## src/rtl/sound_latch_ctrl_pkg.sv

```systemverilog
// Shared sound-subsystem constants for the 68000 -> Z80 command mailbox.
package sound_latch_ctrl_pkg;

  localparam int unsigned SND_NMI_MIN_CYCLES = 16;
  localparam int unsigned SND_LATCH_W        = 8;
  localparam int unsigned SND_OVR_W          = 8;

endpackage : sound_latch_ctrl_pkg

```

## src/rtl/sound_latch_ctrl_if.sv

```systemverilog
// Decoded 68000 write side and Z80 read side of the sound-command mailbox.
interface sound_latch_ctrl_if
  import sound_latch_ctrl_pkg::*;
#(
  parameter int unsigned OVR_W = SND_OVR_W
);

  logic                   m68k_latch_cs;
  logic                   m68k_rw;
  logic                   m68k_lds_n;
  logic [SND_LATCH_W-1:0] m68k_din;
  logic                   z80_latch_cs;
  logic                   z80_rd_n;
  logic [SND_LATCH_W-1:0] z80_dout;
  logic                   z80_nmi_n;
  logic                   pending;
  logic [OVR_W-1:0]       overrun_cnt;

  // Address-decoder / CPU side drives strobes and data, observes the mailbox.
  modport master (
    output m68k_latch_cs, m68k_rw, m68k_lds_n, m68k_din, z80_latch_cs, z80_rd_n,
    input  z80_dout, z80_nmi_n, pending, overrun_cnt
  );

  modport slave (
    input  m68k_latch_cs, m68k_rw, m68k_lds_n, m68k_din, z80_latch_cs, z80_rd_n,
    output z80_dout, z80_nmi_n, pending, overrun_cnt
  );

endinterface : sound_latch_ctrl_if

```

## src/rtl/sound_latch_ctrl.sv

```systemverilog
// 68000 -> Z80 sound-command latch with stretched NMI and overrun counter.
module sound_latch_ctrl
  import sound_latch_ctrl_pkg::*;
#(
  parameter int unsigned NMI_MIN_CYCLES = SND_NMI_MIN_CYCLES,
  parameter int unsigned OVR_W          = SND_OVR_W
) (
  input  logic              clk,
  input  logic              reset_n,
  sound_latch_ctrl_if.slave bus
);

  localparam int unsigned CNT_W = $clog2(NMI_MIN_CYCLES + 1);

  logic                   wr_q, wr_d;
  logic                   rd_q, rd_d;
  logic [SND_LATCH_W-1:0] latch_q, latch_d;
  logic                   pending_q, pending_d;
  logic [CNT_W-1:0]       cnt_q, cnt_d;
  logic [OVR_W-1:0]       ovr_q, ovr_d;
  logic                   nmi_n_q, nmi_n_d;

  logic accept, rd_end;

  always_ff @(posedge clk or negedge reset_n) begin
    if (!reset_n) begin
      wr_q      <= 1'b0;
      rd_q      <= 1'b0;
      latch_q   <= '0;
      pending_q <= 1'b0;
      cnt_q     <= '0;
      ovr_q     <= '0;
      nmi_n_q   <= 1'b1;
    end else begin
      wr_q      <= wr_d;
      rd_q      <= rd_d;
      latch_q   <= latch_d;
      pending_q <= pending_d;
      cnt_q     <= cnt_d;
      ovr_q     <= ovr_d;
      nmi_n_q   <= nmi_n_d;
    end
  end

  // One accept per 68k bus cycle (rising edge of the write request);
  // a command is consumed on the falling edge of the Z80 read.
  always_comb begin
    wr_d      = bus.m68k_latch_cs & ~bus.m68k_rw & ~bus.m68k_lds_n;
    rd_d      = bus.z80_latch_cs & ~bus.z80_rd_n;
    accept    = wr_d & ~wr_q;
    rd_end    = ~rd_d & rd_q;

    latch_d   = latch_q;
    pending_d = pending_q;
    cnt_d     = cnt_q;
    ovr_d     = ovr_q;

    if (cnt_q != '0) begin
      cnt_d = cnt_q - CNT_W'(1);
    end

    if (accept) begin
      latch_d   = bus.m68k_din;
      pending_d = 1'b1;
      cnt_d     = CNT_W'(NMI_MIN_CYCLES);
    end else if (rd_end) begin
      pending_d = 1'b0;
    end

    // A read ending in the same cycle means the old command was consumed.
    if (accept && pending_q && !rd_end && (ovr_q != {OVR_W{1'b1}})) begin
      ovr_d = ovr_q + OVR_W'(1);
    end

    nmi_n_d = ~(pending_d | (cnt_d != '0));
  end

  assign bus.z80_dout    = latch_q;
  assign bus.z80_nmi_n   = nmi_n_q;
  assign bus.pending     = pending_q;
  assign bus.overrun_cnt = ovr_q;

endmodule : sound_latch_ctrl

```

## src/flat_wrapper.sv

```systemverilog
// flat-port wrapper written by rule: the top's interface ports become plain ports
module sound_latch_ctrl_flat import sound_latch_ctrl_pkg::*;
#(
  parameter int unsigned NMI_MIN_CYCLES = SND_NMI_MIN_CYCLES,
  parameter int unsigned OVR_W          = SND_OVR_W
)
  (clk, reset_n, bus_m68k_latch_cs, bus_m68k_rw, bus_m68k_lds_n, bus_m68k_din, bus_z80_latch_cs, bus_z80_rd_n, bus_z80_dout, bus_z80_nmi_n, bus_pending, bus_overrun_cnt);
  sound_latch_ctrl_if #(.OVR_W(OVR_W)) bus_i ();
  input  logic clk;
  input  logic reset_n;
  input wire logic [$bits(bus_i.m68k_latch_cs)-1:0] bus_m68k_latch_cs;
  input wire logic [$bits(bus_i.m68k_rw)-1:0] bus_m68k_rw;
  input wire logic [$bits(bus_i.m68k_lds_n)-1:0] bus_m68k_lds_n;
  input wire logic [$bits(bus_i.m68k_din)-1:0] bus_m68k_din;
  input wire logic [$bits(bus_i.z80_latch_cs)-1:0] bus_z80_latch_cs;
  input wire logic [$bits(bus_i.z80_rd_n)-1:0] bus_z80_rd_n;
  output wire logic [$bits(bus_i.z80_dout)-1:0] bus_z80_dout;
  output wire logic [$bits(bus_i.z80_nmi_n)-1:0] bus_z80_nmi_n;
  output wire logic [$bits(bus_i.pending)-1:0] bus_pending;
  output wire logic [$bits(bus_i.overrun_cnt)-1:0] bus_overrun_cnt;
  assign bus_i.m68k_latch_cs = bus_m68k_latch_cs;
  assign bus_i.m68k_rw = bus_m68k_rw;
  assign bus_i.m68k_lds_n = bus_m68k_lds_n;
  assign bus_i.m68k_din = bus_m68k_din;
  assign bus_i.z80_latch_cs = bus_z80_latch_cs;
  assign bus_i.z80_rd_n = bus_z80_rd_n;
  assign bus_z80_dout = bus_i.z80_dout;
  assign bus_z80_nmi_n = bus_i.z80_nmi_n;
  assign bus_pending = bus_i.pending;
  assign bus_overrun_cnt = bus_i.overrun_cnt;
  sound_latch_ctrl #(.NMI_MIN_CYCLES(NMI_MIN_CYCLES), .OVR_W(OVR_W)) u_core (.clk(clk), .reset_n(reset_n), .bus(bus_i));
endmodule
```

## config.mk

```make
export PLATFORM = sky130hd
export DESIGN_NAME = sound_latch_ctrl_flat
export DESIGN_NICKNAME = d
export VERILOG_FILES = /design/src/rtl/sound_latch_ctrl_pkg.sv /design/src/rtl/sound_latch_ctrl_if.sv /design/src/rtl/sound_latch_ctrl.sv /design/src/flat_wrapper.sv
export SDC_FILE = /design/constraint.sdc
export NUM_CORES = 1
export LEC_CHECK = 0
export BUFFER_PORTS_ARGS = -buffer_cell sky130_fd_sc_hd__buf_2
export CORE_MARGIN = 8
export CORE_UTILIZATION = 30
export CTS_CLUSTER_SIZE = 10
export DETAILED_ROUTE_END_ITERATION = 8
export PLACE_DENSITY_LB_ADDON = 0.25
export SYNTH_ARGS = -nofsm -noshare
export SYNTH_HDL_FRONTEND = slang
export SYNTH_SLANG_ARGS = --single-unit
```

## constraint.sdc

```tcl
create_clock -name clk -period 3.35 [get_ports clk]
set_clock_uncertainty 0.15 [all_clocks]
set_input_delay 0.67 -clock clk [delete_from_list [all_inputs] [get_ports clk]]
set_output_delay 0.67 -clock clk [all_outputs]
set_load 0.05 [all_outputs]
```

==> run_results.csv <==
group,metric,value,unit
global_routing,grt-ovfl-total,0,
global_routing,antenna_found_initial,0,
global_routing,first_global_vias,863,
placed_design,place_hpwl,1.800,mm
placed_design,place_ws,1045,ps
synth,seq_area_frac_synth,0.5505,
placed_design,gp_congestion,0.7262,
floorplanning,dieArea,6023,sq um
synth,synth_cell_type_count,28,
floorplanning,initial_utilization,0.3110,
critical_path,path_cells,"inv_1 > ha_1 > or4b_1 > nor3_1 > a311oi_1 > nor3_1",
final_layout,syn2layout_area_growth,23.30,%
sta,tightest_slew,535.1,ps
synth,synth_enable_flop_cells,0,
drt,drcViolationCount,0,
clock_network,h-tree-depth,1,
clock_network,cts_inserted_buffers,3,
final_layout,diodes,0,
drt,viasPerCell,4.657,
synth,netlist.area_leader.share,0.5275,
drt,drtIter0Drc,46,
synth,ys_ff_latch,25,
synth,yosysWarnings,0,
synth,synth_most_common_cell,"dfrtp_1",
critical_path,setup.worst_path.start_class,"flop",
synth,synth.area.top_cells,"dfrtp_1 53%, mux2_2 9.9%, xor2_1 4.6%, xnor2_1 3.1%, nor2_1 3.0%",
global_routing,use_met2,0.1328,
sta,max_freq,479.8,MHz
sta,worst_slack,1266,ps
drt,ant_nets,0,
floorplanning,ios,33,
sta,slew-limit-headroom,0.6432,
synth,syn_inst,92,
final_layout,fillers,362,
critical_path,cp_slowest_cell,"or4b_1",
clock_network,clock_path_buffers,2,
sta,fin_crit_sh,0.6222,
synth,synth_nets,109,
clock_network,postCtsSetupRepairBufs,0,
drt,drt-wirelength-per-cell,13.11,microns
final_layout,post-route-util,0.3835,
final_layout,nNetsFinal,145,
drt,drtPass1Iterations,4,
drt,num_vias,815,
synth,synth.avg_cell_area,12.38,sq um
global_routing,met3_usage,0.03341,
pwr,irDropWorstVdd,0.5958,mV
clock_network,ctsHoldBuffers,0,
synth,ys_top_cells_by_count,"24 x dfrtp_1, 10 x mux2_2, 9 x nor2_1",
global_routing,grt_max_degree,26,
global_routing,grtUsageMet1,0.08910,
sta,rsz0062_at_grt,"no",
final_layout,drive_gt1_frac,0.4094,
status,outcome,"finished, final reports clean",
floorplanning,rows,22,
job,drv_cap,0,
global_routing,top_usage_layer,"met2",
critical_path,slowest_delay,590,ps
placed_design,portBuffers,32,
synth,synth_area,1139,sq um
sta,finalSetupViolCount,0,
hold_path,min_path_type,"input pin to asynchronous set/reset pin",
clock_network,post_cts_resized,0,
clock_network,clk_latency,270,ps
critical_path,crit_top_cell,"nor3_1",
critical_path,cp-end-kind,"flop",
global_routing,grt_pass1_wl,3.905,mm
floorplanning,die_w,77.61,microns
floorplanning,core,3661,sq um
critical_path,worstSetupPathType,"flop to flop",
floorplanning,chipHeight,77.61,microns
synth,async_flop_share,1.000,
clock_network,cts.sinks,25,
synth,synth_ff_type,"dfrtp_1",
drt,drt_wl_total,2.294,mm
sta,slew_violations,0,
critical_path,crit_arrival,2120,ps
pwr,powerDensity,756.0,nW/um^2
global_routing,grt_usage,0.07690,
sta,tns,0,ps
sta,hold_violations,0,
critical_path,critPathMaxFanout,6,
pwr,p_leak,0.0006807,uW
clock_network,cts_tree,"done",
critical_path,required,3380,ps
sta,finalCriticalPeriod,2084,ps
clock_network,cts-root-buf,"clkbuf_8",
synth,synth_top_area_cell,"dfrtp_1",
clock_network,clkTransAtPathRegs,90,ps
## worst max-delay path, delay by kind of cell, from the launching register on
family,cells,cell delay (ps)
buffers and inverters,1,90
and+or+nand+nor,3,1010
DFF,1,450
adders and majority gates,1,240
AOI/OAI and AO/OA,1,70
## flip-flops by register name (all words and copies together), names as in the netlist
register                count
u_core.bus.overrun_cnt      8
u_core.bus.z80_dout         8
u_core.cnt_q                5
u_core.bus.pending          1
u_core.bus.z80_nmi_n        1
u_core.rd_q                 1
u_core.wr_q                 1
## stage by stage
step / power (uW) / instance area, sq um / hold slack (ps) / instances
2_1_floorplan: 790.2 / 1139 / 224.4 / 92
3_3_place_gp: 882.4 / 1358 / 327.6 / 171
3_5_place_dp: 899.0 / 1358 / 340.3 / 171
4_1_cts: 1081 / 1404 / 239.8 / 175
5_1_grt: 1132 / 1404 / 264.5 / 175
6_report: 1061 / 1404 / 219.1 / 175
## cell families (layout without fill, tap and decap cells)
family,after synthesis,after routing,share of synthesized area
compound gates,6,6,0.04835
xor+xnor,10,10,0.07692
fa+ha+maj,2,2,0.02197
buf+inv,5,40,0.01757
flops,25,25,0.5506
mux,10,10,0.09890
simple gates,34,34,0.1857
## cells in the final DEF, fill, tap and decap left out, drive strengths merged, types with 3 or more instances in the layout
cell	synthesis	layout
clkbuf	1	3
mux2	10	10
nor3	4	4
xor2	6	6
nand2b	3	3
inv	3	3
nand2	3	3
buf	1	33
dfrtp	24	24
nor2	9	9
nor3b	3	3
xnor2	4	4
## layer usage
metal | share of wire | wire length, microns
met5 | 0 | 0
met4 | 0.0031 | 7
met3 | 0.047 | 108
met2 | 0.49 | 1131
met1 | 0.46 | 1047
## layout make-up
cell class / instances / area, sq um / area share
clock buffers: 3 / 41.29 / 0.02941
clock inverters: 1 / 5.005 / 0.003565
inverters: 3 / 11.26 / 0.008021
multi-input cells: 62 / 491.7 / 0.3503
flip-flops and latches: 25 / 626.9 / 0.4465
well taps: 48 / 60.06 / 0.04278
repair buffers: 33 / 167.7 / 0.1194
## worst paths after layout
path	cells after the start	startpoint	slack (ps)	to
min in group clk	1	u_core.bus.overrun_cnt[7]	350	u_core.bus.overrun_cnt[7]
worst max register to register	6	u_core.cnt_q[0]	1270	u_core.bus.z80_nmi_n
max in group asynchronous	1	reset_n	2460	u_core.bus.z80_nmi_n
worst min-delay path	1	reset_n	220	u_core.wr_q
worst min register to register	1	u_core.bus.overrun_cnt[7]	350	u_core.bus.overrun_cnt[7]
worst max-delay path	6	u_core.cnt_q[0]	1270	u_core.bus.z80_nmi_n
## power breakdown
part           total (uW)  internal, uW  switching, uW  leakage, uW
sequential            455           380           75.3     0.000312
combinational         431           157            275     0.000343
clock                 175          83.1           91.9    0.0000255
total                1060           619            442     0.000681
Power figures use the tool's default switching activity.
